**config.mk**
```make
export PLATFORM = sky130hd
export DESIGN_NAME = multdiv_sequencer
export DESIGN_NICKNAME = d
export VERILOG_FILES = /design/src/rtl/multdiv_sequencer.sv
export SDC_FILE = /design/constraint.sdc
export NUM_CORES = 1
export LEC_CHECK = 0
export CAP_MARGIN = 20
export CORE_MARGIN = 8
export CORE_UTILIZATION = 30
export CTS_CLUSTER_SIZE = 10
export DETAILED_ROUTE_END_ITERATION = 6
export PLACE_DENSITY = 0.68
export SLEW_MARGIN = 0
export SYNTH_ARGS = -nofsm -noshare
export SYNTH_HDL_FRONTEND = slang
export SYNTH_SLANG_ARGS = --single-unit
```
**constraint.sdc**
```tcl
create_clock -name clock -period 1.4 [get_ports clock]
set_input_delay 0.42 -clock clock [delete_from_list [all_inputs] [get_ports clock]]
set_output_delay 0.42 -clock clock [all_outputs]
set_load 0.02 [all_outputs]
```
**src/rtl/multdiv_sequencer.sv**
```systemverilog
// Sequences one MULT/DIV request through the shared multdiv unit and returns a one-cycle writeback.
// Optional watchdog abort when built with MULTDIV_TIMEOUT_EN (limit set by TIMEOUT_CYCLES).
module multdiv_sequencer #(
  parameter int TIMEOUT_CYCLES = 64,
  parameter int RD_W           = 5
) (
  input  logic            clock,
  input  logic            reset,
  input  logic            req_valid,
  input  logic            req_is_div,
  input  logic [31:0]     req_a,
  input  logic [15:0]     req_b,
  input  logic [RD_W-1:0] req_rd,
  output logic            req_ready,
  input  logic            flush,
  output logic            stall,
  output logic            wb_valid,
  output logic [31:0]     wb_data,
  output logic [RD_W-1:0] wb_rd,
  output logic            wb_exception,
  output logic [31:0]     md_operandA,
  output logic [15:0]     md_operandB,
  output logic            md_ctrl_MULT,
  output logic            md_ctrl_DIV,
  input  logic [31:0]     md_result,
  input  logic            md_exception,
  input  logic            md_inputRDY,
  input  logic            md_resultRDY
);

  typedef enum logic [1:0] {IDLE, ISSUE, BUSY, DONE} state_t;

  state_t state, state_next;
  logic   is_div;
  logic   in_flight;
  logic   accept;
  logic   complete;
  logic   timeout_hit;
  logic   timeout_abort;

  assign in_flight = (state == ISSUE) || (state == BUSY);
  assign accept    = (state == IDLE) && req_valid && !flush;
  assign complete  = (state == BUSY) && md_resultRDY && !flush;

  // A timeout only fires when the RDY awaited in the current state is still absent.
  assign timeout_abort = timeout_hit && !flush &&
                         (((state == ISSUE) && !md_inputRDY) ||
                          ((state == BUSY) && !md_resultRDY));

`ifdef MULTDIV_TIMEOUT_EN
  localparam int CNT_W = ($clog2(TIMEOUT_CYCLES + 1) > 8) ? $clog2(TIMEOUT_CYCLES + 1) : 8;

  logic [CNT_W-1:0] timeout_cnt;

  always_ff @(posedge clock) begin
    if (reset) begin
      timeout_cnt <= '0;
    end else if (accept) begin
      timeout_cnt <= '0;
    end else if (in_flight) begin
      timeout_cnt <= timeout_cnt + CNT_W'(1);
    end
  end

  assign timeout_hit = in_flight && (timeout_cnt == CNT_W'(TIMEOUT_CYCLES - 1));
`else
  assign timeout_hit = 1'b0;
`endif

  always_ff @(posedge clock) begin
    if (reset) begin
      state <= IDLE;
    end else begin
      state <= state_next;
    end
  end

  always_comb begin
    state_next = state;
    case (state)
      IDLE:  if (accept) state_next = ISSUE;
      ISSUE: begin
        if (flush)              state_next = IDLE;
        else if (md_inputRDY)   state_next = BUSY;
        else if (timeout_abort) state_next = DONE;
      end
      BUSY: begin
        if (flush)              state_next = IDLE;
        else if (md_resultRDY)  state_next = DONE;
        else if (timeout_abort) state_next = DONE;
      end
      DONE:    state_next = IDLE;
      default: state_next = IDLE;
    endcase
  end

  // Controls are pure state decodes, so both drop on the edge leaving ISSUE/BUSY.
  always_comb begin
    req_ready    = (state == IDLE);
    stall        = (state != IDLE);
    wb_valid     = (state == DONE) && (wb_rd != '0);
    md_ctrl_MULT = in_flight && !is_div;
    md_ctrl_DIV  = in_flight && is_div;
  end

  always_ff @(posedge clock) begin
    if (reset) begin
      md_operandA  <= '0;
      md_operandB  <= '0;
      is_div       <= 1'b0;
      wb_rd        <= '0;
      wb_data      <= '0;
      wb_exception <= 1'b0;
    end else begin
      if (accept) begin
        md_operandA <= req_a;
        md_operandB <= req_b;
        is_div      <= req_is_div;
        wb_rd       <= req_rd;
      end
      if (complete) begin
        wb_data      <= md_result;
        wb_exception <= md_exception;
      end else if (timeout_abort) begin
        wb_data      <= '0;
        wb_exception <= 1'b1;
      end
    end
  end

endmodule

```
==> results.yml <==
route:
  wl_met2_um: 7958
  route.detailed.drc: 0
  ant_nets: 0
  wl_met3_um: 888
  drt-initial-drc-count: 159
  wl_met1_um: 5389
  wl_um: 14570
  avgRoutedWirePerCell_um: 18.53
  vias: 3760
  drt-pass1-iter-count: 4
  highest_layer: "met4"
  via_per_inst: 4.784
sta:
  fin_tns_setup_ns: -15.55
  slew_headroom_pct: 70.94
  setup_slack_ns: -0.5328
  finalHoldViolations: 0
  tightestPinTransition_ns: 0.4358
  whs_ns: 0.4176
  fin_crit_sh_pct: 138.1
  max_freq_mhz: 517.4
  min_period_ns: 1.933
  slew_violations: 0
  setup_violations: 94
  skew_ns: 0.009560
  rsz0062_at_grt: "yes"
die:
  std_cell_rows: 38
  dieArea_um2: 14370
  fp.dieW_um: 119.9
  initial_utilization_pct: 30.27
  ios: 184
  die_y_um: 119.9
  core_region_area_um2: 10700
cts:
  clk_latency_ns: 0.34
  ctsRootBufferMaster: "clkbuf_8"
  clk_path_buf_depth: 2
  clk_pin_slew_worst_paths_ns: 0.08
  tritoncts: "yes"
  clock_sinks: 89
  cts_buffers: 9
  postCtsHoldBufs: 0
  cts_htree_levels: 3
synthesis:
  synth_nets: 506
  synth_cell_types: 22
  yosysWarningCount: 0
  yosysSeqAreaShare_pct: 55.02
  yosys_register_bits: 89
  synth_area_per_cell_um2: 7.937
  syn-cell-area_um2: 3238
  synth_cells: 408
worst_setup_path:
  timing.rr.end: "md_operandB[3]"
  endpoint_kind: "primary output"
  reg2reg_slack_ns: -0.21
  crit_required_ns: 0.98
  slowest_stage: "or4_1"
  cp.arrival_ns: 1.51
  r2r_start: "state[0]"
  r2r_cells: 10
  critPathMaxStageDelay_ns: 0.51
  path_cells: "or4_1, o21a_2, buf_6"
  crit_type: "flop to primary output"
  path_max_fanout: 2
  startpoint_type: "flop"
cells_and_area:
  synthToLayoutAreaGrowth_pct: 124.1
  drive_gt1_share_pct: 67.65
  finish.instance_area_um2: 7258
  layout.cells.non_filler: 786
  final_util_pct: 67.85
  fill_cells: 818
  fin_nets: 740
  antenna_cells: 0
  layout_common_cells: "nand2_4, clkdlybuf4s50_1, a21oi_2, buf_2, dfxtp_1"
  final_common_cell: "nand2_4"
global_route:
  grt.total_usage_pct: 18.42
  grt_antenna_before_repair: 0
  grt_first_pass_wirelength_um: 21140
  grt_max_degree: 41
  grt_pass1_vias: 3900
  grt_remaining_overflow: 0
pwr:
  switching_power_mw: 1.895
  p_int_mw: 4.531
  switching_share_pct: 29.49
  cellPowerDensity_nw_per_um2: 885.3
  clockPowerShare_pct: 27.3
  power_frac_comb_pct: 30.1
  leakage_nw: 3.086
  pwr-share-seq_pct: 42.6
  p_total_mw: 6.426
  ir_drop_uv: 734.6
status:
  status: "finished, violations left"
  violations: "negative setup slack"
hold_path:
  min_from: "reset"
  hold_path.class: "input pin to flop"
  whs_endpoint: "md_operandA[4]"
  worstHoldPathCells: 2
placement:
  dp_cells: 727
  place_ws_ns: -0.5849
  dp_hpwl_um: 8294
  gp_congestion: 0.7673
  port_buffers: 183
  post_dp_cell_area_um2: 5366
job:
  maxCapViolations: 0
-- synthesized netlist by cell type --
| master | n | area [µm²] |
|---|---|---|
| ha_1 | 5 | 62.56 |
| o31ai_2 | 1 | 12.51 |
| nand3_1 | 1 | 5.000 |
| nand2b_1 | 2 | 12.51 |
| buf_6 | 3 | 33.78 |
| o21a_1 | 1 | 7.510 |
| inv_1 | 3 | 11.26 |
| a21oi_1 | 88 | 440.4 |
| or4_1 | 1 | 7.510 |
| and2_1 | 3 | 18.77 |
| nor2_2 | 1 | 6.260 |
| a211oi_2 | 1 | 12.51 |
| nor2_1 | 2 | 7.510 |
| a21o_1 | 1 | 7.510 |
| nand2_1 | 177 | 664.4 |
| clkbuf_1 | 8 | 30.03 |
| nor2b_1 | 2 | 12.51 |
| nor4_1 | 1 | 6.260 |
| dfxtp_1 | 89 | 1782 |
| buf_4 | 2 | 15.01 |
| nand3b_1 | 1 | 7.510 |
| buf_2 | 15 | 75.07 |
-- worst max-delay path by stage --
stage	depth (start not counted)	slack, ns	end	start
2_1_floorplan	2	-0.13	wb_valid	wb_rd[0]
3_3_place_gp	3	-0.60	wb_valid	wb_rd[0]
3_5_place_dp	3	-0.58	wb_valid	wb_rd[0]
4_1_cts	3	-0.56	wb_valid	wb_rd[1]
5_1_grt	3	-0.60	wb_valid	wb_rd[1]
6_report	3	-0.53	wb_valid	wb_rd[1]
-- sequential cells by signal, indices dropped and copies added (netlist names) --
signal        count
is_div            1
md_operandA      32
md_operandB      16
state             2
wb_data          32
wb_exception      1
wb_rd             5
-- timing repair --
item | 4_1_cts | 5_1_grt
pin swaps | 82 | 133
hold endpoints to repair | 0 | 0
gates cloned | 21 | 1
setup buffers | 31 | 7
gates resized for setup | 491 | 326
setup endpoints to repair | 180 | 153
-- kinds of logic (layout without fill, tap and decap cells) --
| group | Yosys count | in the layout | synth area share [%] |
|---|---|---|---|
| and+or+nand+nor | 191 | 191 | 23.11 |
| AOI/OAI and AO/OA | 92 | 92 | 14.84 |
| adders and majority gates | 5 | 5 | 1.932 |
| DFF | 89 | 89 | 55.02 |
| buffers and inverters | 31 | 269 | 5.100 |
-- routing by layer --
| metal | global-route usage [%] | up-vias |
|---|---|---|
| met1 | 19.72 | 1818 |
| met5 | 0 | - |
| met3 | 5.683 | 24 |
| met4 | 5.855 | 0 |
| met2 | 33.78 | 135 |
| li1 | - | 1783 |
-- area by class of cell --
type                    count  area [µm²]  area share (%)
flip-flops and latches     89        1805           24.88
multi-input cells         288        2566           35.36
well taps                 140       175.2           2.413
clock inverters             4       53.80          0.7413
clock buffers              11       141.4           1.948
inverters                   3       11.26          0.1551
repair buffers            251        2505           34.51
-- critical path, delay by kind of cell, from the launching register on --
| family | cells | cell delay [ns] |
|---|---|---|
| compound gates | 1 | 0.21 |
| buf+inv | 1 | 0.13 |
| flops | 1 | 0.32 |
| simple gates | 1 | 0.51 |
-- power groups by stage --
stage | Clock [mW] | Sequential, mW | Combinational [mW]
2_1_floorplan | 0 | 2.88 | 0.383
3_3_place_gp | 0 | 2.75 | 1.18
3_5_place_dp | 0 | 2.76 | 1.20
4_1_cts | 1.82 | 2.71 | 1.79
5_1_grt | 1.92 | 2.75 | 2.04
6_report | 1.75 | 2.74 | 1.94
Note: power is estimated with default switching activity, not from simulation.
